### src/rtl/seq_divider_if.sv
// Start/done handshake and result bus for the shared sequential divider.
// The requester drives the operands and start; the divider returns results and status.
interface seq_divider_if #(
    parameter int unsigned WIDTH = 16
) ();

    logic             start;
    logic [WIDTH-1:0] dividend;
    logic [WIDTH-1:0] divisor;
    logic [WIDTH-1:0] quotient;
    logic [WIDTH-1:0] remainder;
    logic             busy;
    logic             done;
    logic             div_by_zero;

    modport master (
        output start,
        output dividend,
        output divisor,
        input  quotient,
        input  remainder,
        input  busy,
        input  done,
        input  div_by_zero
    );

    modport slave (
        input  start,
        input  dividend,
        input  divisor,
        output quotient,
        output remainder,
        output busy,
        output done,
        output div_by_zero
    );

endinterface

### src/rtl/seq_divider.sv
// Unsigned restoring shift-subtract divider: fixed WIDTH+1 cycle latency,
// one quotient bit per RUN cycle, divide-by-zero short-circuits straight to DONE.
module seq_divider #(
    parameter int unsigned WIDTH = 16
) (
    input  logic         clk,
    input  logic         rst,
    seq_divider_if.slave bus
);

    localparam int unsigned CNT_W = $clog2(WIDTH);
    localparam int unsigned PR_W  = WIDTH + 1;
    localparam int unsigned TR_W  = WIDTH + 2;

    typedef enum logic [1:0] {
        S_IDLE = 2'd0,
        S_RUN  = 2'd1,
        S_DONE = 2'd2
    } state_t;

    state_t state;
    state_t state_next;

    logic [PR_W-1:0]  partial_rem;
    logic [WIDTH-1:0] dividend_sh;
    logic [WIDTH-1:0] divisor_q;
    logic [CNT_W-1:0] cnt;

    logic [WIDTH-1:0] quotient_q;
    logic [WIDTH-1:0] remainder_q;
    logic             done_q;
    logic             dbz_q;

    logic             accept;
    logic             last_iter;
    logic             divisor_zero;

    logic [TR_W-1:0]  shifted;
    logic [TR_W-1:0]  trial;
    logic             trial_neg;
    logic [PR_W-1:0]  rem_next;
    logic [WIDTH-1:0] quo_next;

    assign divisor_zero = (bus.divisor == '0);

    // State register
    always_ff @(posedge clk) begin
        if (rst) begin
            state <= S_IDLE;
        end else begin
            state <= state_next;
        end
    end

    // Next-state and control strobes
    always_comb begin
        state_next = state;
        accept     = 1'b0;
        last_iter  = 1'b0;
        case (state)
            S_IDLE: begin
                if (bus.start) begin
                    accept     = 1'b1;
                    state_next = divisor_zero ? S_DONE : S_RUN;
                end
            end
            S_RUN: begin
                if (cnt == CNT_W'(WIDTH - 1)) begin
                    last_iter  = 1'b1;
                    state_next = S_DONE;
                end
            end
            S_DONE: begin
                state_next = S_IDLE;
            end
            default: begin
                state_next = S_IDLE;
            end
        endcase
    end

    // One restoring iteration; the extra top bit keeps the trial sign visible
    always_comb begin
        shifted   = {partial_rem, dividend_sh[WIDTH-1]};
        trial     = shifted - TR_W'(divisor_q);
        trial_neg = trial[TR_W-1];
        rem_next  = trial_neg ? shifted[PR_W-1:0] : trial[PR_W-1:0];
        quo_next  = {dividend_sh[WIDTH-2:0], ~trial_neg};
    end

    // Datapath and result registers
    always_ff @(posedge clk) begin
        if (rst) begin
            partial_rem <= '0;
            dividend_sh <= '0;
            divisor_q   <= '0;
            cnt         <= '0;
            quotient_q  <= '0;
            remainder_q <= '0;
            done_q      <= 1'b0;
            dbz_q       <= 1'b0;
        end else begin
            done_q <= (state_next == S_DONE);
            if (accept) begin
                partial_rem <= '0;
                dividend_sh <= bus.dividend;
                divisor_q   <= bus.divisor;
                cnt         <= '0;
                dbz_q       <= divisor_zero;
                if (divisor_zero) begin
                    quotient_q  <= '1;
                    remainder_q <= bus.dividend;
                end
            end else if (state == S_RUN) begin
                partial_rem <= rem_next;
                dividend_sh <= quo_next;
                cnt         <= cnt + CNT_W'(1);
                if (last_iter) begin
                    quotient_q  <= quo_next;
                    remainder_q <= rem_next[WIDTH-1:0];
                end
            end
        end
    end

    assign bus.quotient    = quotient_q;
    assign bus.remainder   = remainder_q;
    assign bus.done        = done_q;
    assign bus.div_by_zero = dbz_q;
    assign bus.busy        = (state != S_IDLE);

endmodule

### src/flat_wrapper.sv
// flat-port wrapper written by rule: the top's interface ports become plain ports
module seq_divider_flat 
#(
    parameter int unsigned WIDTH = 16
)
  (clk, rst, bus_start, bus_dividend, bus_divisor, bus_quotient, bus_remainder, bus_busy, bus_done, bus_div_by_zero);
  seq_divider_if #(.WIDTH(WIDTH)) bus_i ();
  input  logic clk;
  input  logic rst;
  input wire logic [$bits(bus_i.start)-1:0] bus_start;
  input wire logic [$bits(bus_i.dividend)-1:0] bus_dividend;
  input wire logic [$bits(bus_i.divisor)-1:0] bus_divisor;
  output wire logic [$bits(bus_i.quotient)-1:0] bus_quotient;
  output wire logic [$bits(bus_i.remainder)-1:0] bus_remainder;
  output wire logic [$bits(bus_i.busy)-1:0] bus_busy;
  output wire logic [$bits(bus_i.done)-1:0] bus_done;
  output wire logic [$bits(bus_i.div_by_zero)-1:0] bus_div_by_zero;
  assign bus_i.start = bus_start;
  assign bus_i.dividend = bus_dividend;
  assign bus_i.divisor = bus_divisor;
  assign bus_quotient = bus_i.quotient;
  assign bus_remainder = bus_i.remainder;
  assign bus_busy = bus_i.busy;
  assign bus_done = bus_i.done;
  assign bus_div_by_zero = bus_i.div_by_zero;
  seq_divider #(.WIDTH(WIDTH)) u_core (.clk(clk), .rst(rst), .bus(bus_i));
endmodule
### config.mk
export PLATFORM = sky130hd
export DESIGN_NAME = seq_divider_flat
export DESIGN_NICKNAME = d
export VERILOG_FILES = /design/src/rtl/seq_divider_if.sv /design/src/rtl/seq_divider.sv /design/src/flat_wrapper.sv
export SDC_FILE = /design/constraint.sdc
export NUM_CORES = 1
export LEC_CHECK = 0
export BUFFER_PORTS_ARGS = -buffer_cell sky130_fd_sc_hd__buf_4
export CAP_MARGIN = 20
export CORE_UTILIZATION = 59
export DETAILED_ROUTE_END_ITERATION = 8
export GPL_ROUTABILITY_DRIVEN = 0
export PLACE_DENSITY = 0.81
export SYNTH_ARGS = -nofsm -noshare
export SYNTH_HDL_FRONTEND = slang
export SYNTH_SLANG_ARGS = --single-unit
### constraint.sdc
create_clock -name clk -period 6.42 [get_ports clk]
set_input_delay 1.284 -clock clk [delete_from_list [all_inputs] [get_ports clk]]
set_output_delay 1.284 -clock clk [all_outputs]
set_load 0.1 [all_outputs]
# After elaboration in Yosys (flattened, before gate mapping)
# Cells that the tools add are included.
# word_totals
register_bits	89
input_bits	35
out_inout_bits	35
word_cells	42
# classes
addsub	2
eq_ne	4
mux	19
bitwise_logic	1
reduce_logical	7
# op_table
op	n
16-bit 2-to-1 mux	10
18-bit by 16-bit subtractor with 18-bit output	1
17-bit 2-to-1 mux	1
16-bit logical NOT	1
2-bit 2-to-1 mux	3
2-bit nonzero test	3
4-bit by 1-bit adder with 4-bit output, second input constant	1
4-bit == test, second input constant	1
1-bit 2-to-1 mux	4
2-bit case mux with 2 select lines	1
3-bit AND reduction	1
2-bit by 1-bit == test with 1-bit output, second input constant	1
2-bit == test, second input constant	1
2-bit logical NOT	1
2-bit inequality test, second input constant	1
2-bit OR reduction	1
1-bit inverter	1

# Logic depth before layout (Yosys ltp)
# logic_depth
word_depth	6
mapped_depth	10
ltp_nobuf	10

# Worst setup path before layout
# Ideal clock, no wire load.
# synth_path
path_type	input-to-reg
from	input bus_start
to	register u_core.remainder_q[7], in the netlist u_core.bus.remainder[7]
setup_ps	103
t_arrival_ps	2623
slack_ps	3693
stages	6
path_buffers	2
path_cell_list	and2_1 clkbuf_1 a21oi_1 clkbuf_1 a21oi_1 a2111oi_2
# synth_via
elab_chain_len	4
word_cells_on_any_way	7
cone_classes	eq/ne (1); mux (3); reduce/logical (3)
# synth_lines
element	line	text
from (decl)	flat_wrapper.sv:10	input wire logic [$bits(bus_i.start)-1:0] bus_start;
1-bit 2-to-1 mux (*)	seq_divider.sv:62	if (bus.start) begin
1-bit 2-to-1 mux (*)	seq_divider.sv:60	case (state)
2-bit inequality test (no source line) / 2-bit nonzero test (equally long branches)	-	
3-bit AND reduction (no source line)	-	
to (signal assigned)	seq_divider.sv:112	remainder_q <= bus.dividend;
to (signal assigned)	seq_divider.sv:120	remainder_q <= rem_next[WIDTH-1:0];
to (decl)	seq_divider.sv:30	logic [WIDTH-1:0] remainder_q;
# Mark *: on every way between the ends. The rest lies on a longest branch, timed or not.
# A chain may end at the register's enable or synchronous reset.

# Final worst setup path
# layout_path
from	input bus_divisor[8]
to	register u_core.remainder_q[8], in the netlist u_core.bus.remainder[8]
# layout_via
elab_chain_len	3
# layout_lines
element	line	text
from (decl)	flat_wrapper.sv:12	input wire logic [$bits(bus_i.divisor)-1:0] bus_divisor;
16-bit logical NOT	seq_divider.sv:44	assign divisor_zero = (bus.divisor == '0);
2-bit inequality test (no source line)	-	
3-bit AND reduction (no source line)	-	
# Every way passes these cells.

==> flow_summary_export.csv <==
group,metric,value,unit
synth,synth.area.top_cells,"dfxtp_1, a21oi_1, nand2_1",
critical_path,cp-end-kind,"flop",
critical_path,criticalPathCategory,"input port to flop",
layout,drive_gt1_share,17.7,%
timing,maxSlewHeadroom,26.5,%
timing,tns,0,ns
global_routing,grt_max_degree,71,
floorplan,die_y,90.5,um
drt,drc,0,
clock_network,cts_tree,"built",
clock_network,cts_resized,0,
pwr,p_clk_share,29.0,%
critical_path,crit_buf_inv,1,
critical_path,worstPathRequired,6.71,ns
global_routing,grt_overflow,0,
timing,tightest_slew,1.10,ns
drt,post_drt_wl_per_cell,16.8,um
global_routing,grt.total_usage,30.2,%
floorplan,num_rows,31,
critical_path,critical-path-top-delay-family,"simple AND/OR/NAND/NOR gates",
status,outcome,"finished clean",
timing,timing.final.crit_share,52.8,%
drt,drtIter0Drc,424,
synth,synth_flop_cell,"dfxtp_1",
pwr,p_int,0.000943,W
synth,ys_seq_area_share,38.5,%
critical_path,crit_top_cell,"nand2_1",
pwr,peakVddDrop,0.194,mV
floorplan,die-area,8200,sq um
timing,maxSlewViolCount,0,
timing,timing.hold.ws,0.459,ns
timing,setup_viol,0,
layout,num_antenna_cells,0,
synth,synth_top_area_share,38.5,%
placement,place_area,5160,sq um
placement,io_buffer_count,69,
timing,fmax,295,MHz
synth,netlist_area,4630,sq um
drt,viasPerCell,6.09,
clock_network,cts-root-buf,"clkbuf_8",
critical_path,critPathSlowestCell,"nand2_1",
floorplan,die_x,90.5,um
drt,final_antenna_net_count,0,
pwr,powerDensity,265,nW/um^2
clock_network,cts_sinks,89,
synth,synth.avg_cell_area,8.07,sq um
critical_path,r2r_setup_slack,3.32,ns
global_routing,grt_pass1_vias,4057,
drt,vias,4425,
clock_network,cts-buffers-inserted,9,
floorplan,io_pins,70,
pwr,p_sw,0.000485,W
floorplan,start_util,62.4,%
layout,stdcell_area,5380,sq um
critical_path,path_cells,"buf_4 > nor4_1 > and4_1 > nand2_1 > nand2_1 > o21ai_0 > a221oi_2",
layout,layout-area-overhead-vs-synth,16.4,%
global_routing,antenna_found_initial,0,
synth,ys.warnings.count,0,
job,drv_cap,0,
synth,syn_inst,573,
clock_network,cts_setup_buffers,0,
layout,fin_cells,727,
clock_network,ctsHoldBuffers,0,
clock_network,clk_pin_slew,0.09,ns
pwr,combPwrFrac,29.3,%
placement,dp_cells,710,
worst_hold_path,hold_class,"flop to flop",
global_routing,grt_pass1_wl,19900,um
floorplan,core,7410,sq um
critical_path,cpPeakStageDelay,0.85,ns
layout,n_fill_cell,595,
pwr,cellLeakagePower,2.15,nW
pwr,p_sw_share,33.9,%
clock_network,clock_latency,0.37,ns
synth,synth-edff-count,0,
synth,synth_cell_types,55,
pwr,seq_power_share,41.6,%
critical_path,start_kind,"input port",
synth,synth_fp_nets,626,
synth,synth-seq-cells,89,
synth,async_flop_share,0,%
synth,post-synth-top-count-cell,"dfxtp_1",
placement,place_hpwl,8660,um
drt,routed_wl,12200,um
critical_path,crit_path_max_fanout,33,
clock_network,cts.path.max_buffers,2,
clock_network,h-tree-depth,3,
drt,firstDrtPassIters,5,
timing,fin_skew,0.00708,ns
timing,hold_viol,0,
timing,period_needed,3.39,ns
timing,rsz0062_at_grt,"false",
critical_path,critPathArrivalTime,3.68,ns
layout,final_util,72.7,%
synth,synth_top_area_cell,"dfxtp_1",
synth,synth_commonest_cells,"dfxtp_1, a21oi_1, nand2_1",
layout,nets,676,
-- cell usage in the layout, fill, tap and decap left out, types with 3 or more instances in the layout --
master     count
dfxtp_1       89
a21oi_1       74
buf_4         72
nand2_1       69
nor2_1        60
o21ai_0       37
nor3_1        30
inv_1         22
ha_1          17
a22oi_1       16
mux2i_1       13
and3_1        11
clkbuf_8      11
o22ai_1        9
xnor2_1        8
nand2b_1       7
xor2_1         7
nand3_1        6
a211oi_1       5
o211ai_1       4
nor4_1         4
a2111oi_2      4
and2_1         3
a31oi_1        3
nand3b_1       3
or3_1          3
-- worst min-delay path, stage by stage, from the launching register on --
cell     delay [ns]
dfxtp_1        0.32
nand2_1        0.05
a21oi_1        0.05
-- stage by stage --
step | worst slack [ns] | power [W]
after floorplan | 3.69 | 0.000920
after detailed placement | 2.78 | 0.00101
after global placement | 2.78 | 0.00100
after global routing | 2.91 | 0.00148
after CTS | 3.15 | 0.00142
final | 3.03 | 0.00143
-- final cells by class --
class	instances	area, sq um	share of cell area [%]
clock buffers	11	151	2.81
clock inverters	5	62.6	1.16
inverters	22	82.6	1.53
multi-input cells	428	2630	48.8
flip-flops and latches	89	1780	33.1
well taps	99	124	2.30
repair buffers	73	552	10.2
-- cell families after synthesis --
group                      Yosys count  share of synthesized area [%]
DFF                                 89                           38.5
xor gates and xnor gates            16                           3.44
muxes                               15                           3.46
buffers and inverters               56                           4.76
AOI/OAI and AO/OA                  173                           24.2
adders and majority gates           18                           5.03
and+or+nand+nor                    206                           20.6
-- per-layer routing --
| layer | GRT usage, % | wire (um) |
|---|---|---|
| met1 | 40.3 | 5340 |
| met2 | 48.5 | 5750 |
| met3 | 5.22 | 803 |
| met4 | 11.3 | 355 |
| met5 | 0 | 0 |
-- state kept, by name, indices dropped and copies added, names as in the netlist --
name,flops
u_core.bus.div_by_zero,1
u_core.bus.done,1
u_core.bus.quotient,16
u_core.bus.remainder,16
u_core.cnt,4
u_core.dividend_sh,16
u_core.divisor_q,16
u_core.partial_rem,17
u_core.state,2
-- power groups by stage --
stage | Clock, W | Combinational [W] | Sequential [W]
floorplan | 0 | 0.000317 | 0.000602
global placement | 0 | 0.000397 | 0.000605
detailed placement | 0 | 0.000407 | 0.000606
CTS | 0.000417 | 0.000411 | 0.000593
global route | 0.000438 | 0.000449 | 0.000597
finish | 0.000415 | 0.000419 | 0.000594
-- path summary, 6_finish.rpt --
check | startpoint | endpoint | depth (start not counted)
hold / removal | u_core.divisor_q[9]$_SDFFE_PP0P_ | u_core.divisor_q[9]$_SDFFE_PP0P_ | 2
hold reg to reg | u_core.divisor_q[9]$_SDFFE_PP0P_ | u_core.divisor_q[9]$_SDFFE_PP0P_ | 2
setup / recovery | bus_divisor[8] | u_core.bus.remainder[8]$_SDFFE_PP0P_ | 7
setup reg to reg | u_core.divisor_q[10]$_SDFFE_PP0P_ | u_core.bus.remainder[1]$_SDFFE_PP0P_ | 9
Note: power is estimated with default switching activity, not from simulation.
